File: src/rtl/hazard_pkg.sv
// Shared types and constants for the pipeline hazard sequencer.
package hazard_pkg;

    // Sequencer modes; the unused encoding 2'd3 is treated as HALT.
    typedef enum logic [1:0] {
        RUN      = 2'd0,
        MEM_WAIT = 2'd1,
        HALT     = 2'd2
    } seq_state_t;

    // x0 is hard-wired to zero, so a load targeting it never creates a hazard.
    localparam logic [4:0] REG_ZERO = 5'd0;

    // True when the load in Execute writes a register that Decode reads.
    function automatic logic load_use(
        input logic       mem_read,
        input logic [4:0] rd,
        input logic [4:0] rs1,
        input logic [4:0] rs2
    );
        return mem_read && (rd != REG_ZERO) && ((rd == rs1) || (rd == rs2));
    endfunction

endpackage

File: src/rtl/sat_counter.sv
// Saturating up-counter used for pipeline performance statistics.
module sat_counter #(
    parameter int W = 32
) (
    input  logic         clk,
    input  logic         rst,
    input  logic         inc,
    output logic [W-1:0] count
);

    // Count qualifying cycles, sticking at all-ones instead of wrapping.
    // NOTE: sequential state uses non-blocking (<=) so every flop samples pre-edge values.
    always_ff @(posedge clk or posedge rst) begin
        if (rst) begin
            count <= '0;
        end else if (inc && (count != '1)) begin
            count <= count + W'(1);
        end
    end

endmodule

File: src/rtl/hazard_sequencer.sv
// Stall/flush controller for the 5-stage RV32 pipeline: load-use bubbles,
// taken-branch flushes, data-memory freeze with timeout watchdog.
module hazard_sequencer
    import hazard_pkg::*;
#(
    parameter int MEM_TIMEOUT = 16,
    parameter int CNT_W       = 32
) (
    input  logic             clk,
    input  logic             rst,
    input  logic [4:0]       rs1_D,
    input  logic [4:0]       rs2_D,
    input  logic [4:0]       rd_E,
    input  logic             MemRead_E,
    input  logic             PCSrc_E,
    input  logic             dmem_req_M,
    input  logic             dmem_ready,
    output logic             Stall_F,
    output logic             Stall_D,
    output logic             Stall_E,
    output logic             Stall_M,
    output logic             Flush_D,
    output logic             Flush_E,
    output logic             mem_err,
    output logic [1:0]       state_o,
    output logic [CNT_W-1:0] stall_cnt,
    output logic [CNT_W-1:0] flush_cnt
);

    localparam int WAIT_W = $clog2(MEM_TIMEOUT + 1);
    localparam logic [WAIT_W-1:0] TIMEOUT_CNT = WAIT_W'(MEM_TIMEOUT);

    seq_state_t        state_q, state_d;
    logic [WAIT_W-1:0] wait_q, wait_d;
    logic              mem_err_q, mem_err_d;
    logic              lu, mh;
    logic              freeze, resolve;

    assign lu = load_use(MemRead_E, rd_E, rs1_D, rs2_D);
    assign mh = dmem_req_M && !dmem_ready;

    // Next-state logic and combinational hazard outputs.
    // NOTE: every output of this block gets a default first, so no path can infer a latch.
    always_comb begin
        state_d   = state_q;
        wait_d    = wait_q;
        mem_err_d = mem_err_q;
        freeze    = 1'b0;
        resolve   = 1'b0;
        Stall_F   = 1'b0;
        Stall_D   = 1'b0;
        Stall_E   = 1'b0;
        Stall_M   = 1'b0;
        Flush_D   = 1'b0;
        Flush_E   = 1'b0;

        case (state_q)
            RUN: begin
                if (mh) begin
                    freeze  = 1'b1;
                    state_d = MEM_WAIT;
                    wait_d  = WAIT_W'(1);
                end else begin
                    resolve = 1'b1;
                end
            end
            MEM_WAIT: begin
                if (dmem_ready) begin
                    // Freeze lifts: held instructions are re-evaluated this cycle.
                    resolve = 1'b1;
                    state_d = RUN;
                end else begin
                    freeze = 1'b1;
                    if (wait_q == TIMEOUT_CNT) begin
                        state_d   = HALT;
                        mem_err_d = 1'b1;
                    end else begin
                        wait_d = wait_q + WAIT_W'(1);
                    end
                end
            end
            default: begin
                // HALT and the unused encoding: frozen until reset.
                freeze = 1'b1;
            end
        endcase

        // Outputs are forced low while reset is held, regardless of inputs.
        if (!rst) begin
            if (freeze) begin
                Stall_F = 1'b1;
                Stall_D = 1'b1;
                Stall_E = 1'b1;
                Stall_M = 1'b1;
            end else if (resolve) begin
                if (PCSrc_E) begin
                    // Decode holds a wrong-path instruction, so the branch wins over load-use.
                    Flush_D = 1'b1;
                    Flush_E = 1'b1;
                end else if (lu) begin
                    Stall_F = 1'b1;
                    Stall_D = 1'b1;
                    Flush_E = 1'b1;
                end
            end
        end
    end

    // State, wait counter and sticky error flag.
    always_ff @(posedge clk or posedge rst) begin
        if (rst) begin
            state_q   <= RUN;
            wait_q    <= '0;
            mem_err_q <= 1'b0;
        end else begin
            state_q   <= state_d;
            wait_q    <= wait_d;
            mem_err_q <= mem_err_d;
        end
    end

    assign mem_err = mem_err_q;
    assign state_o = state_q;

    sat_counter #(.W(CNT_W)) u_stall_cnt (
        .clk   (clk),
        .rst   (rst),
        .inc   (Stall_F),
        .count (stall_cnt)
    );

    sat_counter #(.W(CNT_W)) u_flush_cnt (
        .clk   (clk),
        .rst   (rst),
        .inc   (Flush_D),
        .count (flush_cnt)
    );

endmodule

File: config.mk
export PLATFORM = sky130hd
export DESIGN_NAME = hazard_sequencer
export DESIGN_NICKNAME = d
export VERILOG_FILES = /design/src/rtl/hazard_pkg.sv /design/src/rtl/sat_counter.sv /design/src/rtl/hazard_sequencer.sv
export SDC_FILE = /design/constraint.sdc
export NUM_CORES = 1
export LEC_CHECK = 0
export BUFFER_PORTS_ARGS = -buffer_cell sky130_fd_sc_hd__buf_2
export CAP_MARGIN = 5
export CORE_MARGIN = 10
export CORE_UTILIZATION = 54
export CTS_CLUSTER_SIZE = 28
export DETAILED_ROUTE_END_ITERATION = 16
export PLACE_DENSITY_LB_ADDON = 0.08
export SLEW_MARGIN = 20
export SYNTH_ARGS = -nofsm -noshare
export SYNTH_HDL_FRONTEND = slang
export SYNTH_SLANG_ARGS = --single-unit
File: constraint.sdc
create_clock -name clk -period 4.5 [get_ports clk]
set_clock_uncertainty 0.05 [all_clocks]
set_input_delay 0.9 -clock clk [delete_from_list [all_inputs] [get_ports clk]]
set_output_delay 0.9 -clock clk [all_outputs]
set_load 0.1 [all_outputs]
**Word level (Yosys, flattened, before mapping)**

Cells that the tools add are included.

- Bits in registers: 72
- Latch bits: 0
- Bits in writable memories: 0
- Bits in read-only memories: 0
- Bits of input ports: 21
- Output and inout bits: 73
- Word-level logic and storage cells: 61
- Memories kept: 0

- $add $sub $neg: 3
- Multiply operators: 0
- Divide/modulo/power cells: 0
- Order comparisons: 0
- Equal/unequal tests: 10
- Shift-type cells: 0
- Mux-type cells: 29
- Bitwise operators: 1
- Reduce and logical (&&, ||, !) cells: 13

Operators by type and width:

| cell | count |
|---|---|
| $add 32x1->32 const B | 2 |
| $ne 32x32->1 const B | 2 |
| $mux 1 | 19 |
| $mux 5 | 3 |
| $eq 5x5->1 | 2 |
| $pmux 5 s2 | 1 |
| $mux 2 | 3 |
| $ne 2x2->1 const B | 3 |
| $reduce_and 3->1 | 2 |
| $add 5x1->5 const B | 1 |
| $eq 5x5->1 const B | 1 |
| $logic_and 1x1->1 | 5 |
| $reduce_bool 5->1 | 1 |
| $pmux 1 s2 | 2 |
| $pmux 2 s2 | 1 |
| $reduce_and 4->1 | 1 |
| $ne 3x3->1 const B | 1 |
| $eq 2x1->1 const B | 1 |
| $logic_not 2->1 | 1 |
| $reduce_bool 2->1 | 1 |
| $logic_not 1->1 | 1 |
| $logic_or 1x1->1 | 1 |
| $not 1->1 | 1 |

**Longest topological paths before layout**

- Depth after elaboration: 9
- Depth in mapped cells: 8
- Depth with buffers taken out: 7

**Hierarchy**

Synthesis repeated with hierarchy kept, for this count alone.

- Cells, all modules: 351
- Area, all modules: 3756.1 µm²

Modules (own cells, without submodules):

| module | times used | cells an instance | area each (µm²) | sequential area each (µm²) |
|---|---|---|---|---|
| sat_counter | 2 | 139 | 1561.5 | 800.8 |
| hazard_sequencer | 1 | 73 | 633.1 | 200.2 |

**Worst setup path before layout**

No wires, ideal clock.

- Path kind: reg-to-output
- From: reg state_q[0] (netlist: state_o[0])
- To: out Stall_F
- Arrival time: 4.614 ns
- Required time: 3.550 ns
- Path slack: -1.064 ns
- Cell stages (with the launch flop): 7
- Path buffers: 2
- Cell sequence: dfrtp_1 > o21bai_1 > a21oi_2 > a221oi_1 > clkbuf_1 > nor2_1 > buf_4

- Word-level cells in the longest chain between the ends: 5
- Elaborated cells on any way between the ends: 7
- Those cells by class: eq/ne (1); mux (5); reduce/logical (1)

RTL lines:

| what | RTL line | text |
|---|---|---|
| start: declaration | hazard_sequencer.sv:33 | `seq_state_t state_q, state_d;` |
| start signal: assignment | hazard_sequencer.sv:116 | `state_q <= state_d;` |
| $eq 2x1->1 / $logic_not 2->1 (equally long branches) | hazard_sequencer.sv:57 | `case (state_q)` |
| $pmux 1 s2 | hazard_sequencer.sv:57 |  |
| $mux 1 | -- |  |
| $mux 1 (*) (2 in a row) | -- |  |
| end: declaration | hazard_sequencer.sv:18 | `output logic Stall_F,` |

Every way passes the cells marked *; elsewhere a longest branch is shown, timed or not.

**Final worst setup path**

- From: in rd_E[3]
- To: out Flush_E

- Word-level cells in the longest chain between the ends: 8
- Elaborated cells on any way between the ends: 11
- Those cells by class: eq/ne (2); mux (5); reduce/logical (4)

RTL lines:

| what | RTL line | text |
|---|---|---|
| start: declaration | hazard_sequencer.sv:13 | `input logic [4:0] rd_E,` |
| $eq 5x5->1 / $reduce_bool 5->1 (equally long branches) | hazard_pkg.sv:21 | `return mem_read && (rd != REG_ZERO) && ((rd == rs1) \|\| (rd == rs2));` |
| $logic_or 1x1->1 / $logic_and 1x1->1 (equally long branches) | hazard_pkg.sv:21 |  |
| $logic_and 1x1->1 (*) | hazard_pkg.sv:21 |  |
| $mux 1 (*) | hazard_sequencer.sv:100 | `end else if (lu) begin` |
| $mux 1 (*) | hazard_sequencer.sv:96 | `if (PCSrc_E) begin` |
| $mux 1 (*) | hazard_sequencer.sv:95 | `end else if (resolve) begin` |
| $mux 1 (*) | hazard_sequencer.sv:90 | `if (freeze) begin` |
| $mux 1 (*) | hazard_sequencer.sv:89 | `if (!rst) begin` |
| end: declaration | hazard_sequencer.sv:23 | `output logic Flush_E,` |

Marked as above.

==> results.cfg <==
[detailed_routing]
vias_per_cell = 5.72
drc_errors = 0
drt-total-wl_mm = 9.64
antenna_left = 0
firstDrtPassIters = 4
drt_iter0_markers = 128
via_count = 3207
routedWlPerCell_um = 17.2

[power]
ir_drop_v = 0.000525
finalPower_uw = 1820
p_leak_uw = 0.00233
power_density_nw_per_um2 = 392

[clock_network]
insertion_delay_ns = 0.35
holdBufCountCts = 0
h-tree-depth = 3
post_cts_buffers = 0
clockBufferDepth = 2
cts_made_buffers = 9
cts_tree = done
clock_sinks = 72
root_buffer = clkbuf_8
cts_resized = 0
clkTransAtPathRegs_ns = 0.08

[worst_setup_path]
cpMaxStageDelayCell = buf_2
cp.arrival_ns = 2.43
cp.required_ns = 3.55
crit_top_cell = buf_2
crit_chain = buf_2, xor2_1, nor3_1, a22oi_1, nor2_1, o2111a_1, buf_2
end_kind = output port
cp_max_fo = 3
start_kind = input pin
max_stage_delay_ns = 0.42
worstSetupPathType = in -> out

[sta]
finalSetupTns_ns = 0
fin_crit_sh_pct = 75.2
fmax_mhz = 296
worstMarginPinSlew_ns = 0.946
drv_slew = 0
max-slew-margin-rel_pct = 35.3
period_minus_slack_ns = 3.38
grt_setup_unrepaired = false
setup_violations = 0
finalHoldViolations = 0

[yosys]
ys_seq_area_share_pct = 46.9
synthSimpleGateAreaFrac_pct = 27.3
netlist_area_um2 = 3840
synthMuxAreaShare_pct = 0.879
ys_seq_elements = 72
synth_xor_area_share_pct = 17.1
synth_fp_nets = 392
ys_types = 51
synth_top_area_cell = dfrtp_1
yosysTopAreaCellShare_pct = 46.9
synth_edf_count = 0
ys_dominant_reg_cell = dfrtp_1
synth_async_sr_flop_share_pct = 100
synth_fa_ha_area_share_pct = 1.30
synth_compound_area_share_pct = 4.14
synth_area_leaders = dfrtp_1 47%, xor2_1 11%, xnor2_1 6.4%
synth_top_family_by_area = simple AND/OR/NAND/NOR gates
yosys_warnings = 0
avgSynthCellArea_um2 = 10.5
postSynthCellCount = 367

[floorplan]
dieArea_um2 = 10900
rows = 30
start_util_pct = 55.9
die_h_um = 104
fp.dieW_um = 104
core_area_um2 = 6870
ios = 94

[cells_and_area]
n_fill_cell = 565
postLayoutCoreUtil_pct = 67.7
final_layout_size_suffix_gt1_share_pct = 28.0
final_common_cell = buf_2
final_cell_mix = 93 x buf_2, 72 x dfrtp_1, 47 x xor2_1
n_antenna_cell = 0
syn_to_final_growth_pct = 21.0
layout.nets = 485

[global_routing]
grt_pass1_wl_mm = 16.4
grt_max_degree = 73
overflow = 0
grt_pass1_vias = 3284
track_usage_pct = 17.8
antenna_found_initial = 0

[job]
drv_cap = 0

[outcome]
status = finished clean

[placement]
post-dp-hpwl_mm = 7.00
gp_congestion = 0.798
portBuffers = 93

[min_path]
hp-class = reg -> reg
## per-layer routing
metal	up-vias	wire length, um	track usage (%)
li1	1527	-	-
met1	1574	4030	21.1
met2	91	5020	30.8
met3	15	432	3.78
met4	0	150	6.66
met5	-	0	0
## where the power goes
part	switching [uW]	internal [uW]	leakage [uW]
combinational	403	82.8	0.00125
sequential	60.4	686	0.000956
clock	246	342	0.000119
## cells in the mapped netlist (2+ instances only)
cell      number
nand3_1       29
nor4_1        22
and2_1         5
clkbuf_1       8
buf_4          2
nand2_1       24
xnor2_1       28
buf_2          3
and3_1        11
nand4_2        2
mux2_2         3
nand4_1       23
and4bb_2       2
o21ai_0        5
nor3_1        11
ha_1           4
and4_1         7
xor2_1        47
nor4b_1        4
nor2_1        16
dfrtp_1       72
inv_1          7
or3_1          4
## flip-flops by register name, summed over array words and instances (netlist names)
register	cells
u_flush_cnt.count	32
state_o	2
mem_err	1
wait_q	5
u_stall_cnt.count	32
## path summary, 6_finish.rpt
check,from,cells after the start,endpoint,slack (ns)
setup / recovery,rd_E[3],7,Flush_E,1.12
hold / removal,mem_err$_DFFE_PP0P_,2,mem_err$_DFFE_PP0P_,0.42
setup reg to reg,u_stall_cnt.count[0]$_DFFE_PP0P_,6,u_stall_cnt.count[1]$_DFFE_PP0P_,1.81
hold reg to reg,mem_err$_DFFE_PP0P_,2,mem_err$_DFFE_PP0P_,0.42
max in group asynchronous,rst,3,u_flush_cnt.count[31]$_DFFE_PP0P_,2.99
min in group asynchronous,rst,3,state_o[1]$_DFFE_PP0P_,0.84
## through the flow
| stage | worst slack [ns] | instances | instance area (um2) | hold WS (ns) |
|---|---|---|---|---|
| final | 1.12 | 561 | 4650 | 0.422 |
| after detailed placement | 1.11 | 545 | 4420 | 0.404 |
| after global routing | 1.01 | 561 | 4650 | 0.462 |
| after global placement | 1.12 | 545 | 4420 | 0.406 |
| after floorplan | 0.122 | 367 | 3860 | 0.446 |
| after CTS | 1.11 | 561 | 4650 | 0.423 |
## critical path, delay by kind of cell
family	cells	cell delay, ns
AOI/OAI and AO/OA	2	0.32
xor gates and xnor gates	1	0.16
buffers and inverters	2	0.55
and+or+nand+nor	2	0.50
## area by class of cell
class / instances / area (um2) / area share (%)
timing repair buffer: 96 / 488 / 10.5
multi-input combinational: 274 / 1980 / 42.6
sequential: 72 / 1800 / 38.8
clock buffer: 11 / 151 / 3.26
clock inverter: 5 / 78.8 / 1.70
tap: 96 / 120 / 2.58
inverter: 7 / 26.3 / 0.565
## logic make-up (layout without fill, tap and decap cells)
| group | Yosys count | in the layout |
|---|---|---|
| multiplexers | 3 | 3 |
| AO/OA/AOI/OAI | 19 | 19 |
| flip-flops | 72 | 72 |
| AND/OR/NAND/NOR | 173 | 173 |
| XOR/XNOR | 75 | 75 |
| buffers and inverters | 21 | 119 |
| adder cells (fa/ha/maj) | 4 | 4 |
Note: power is estimated with default switching activity, not from simulation.
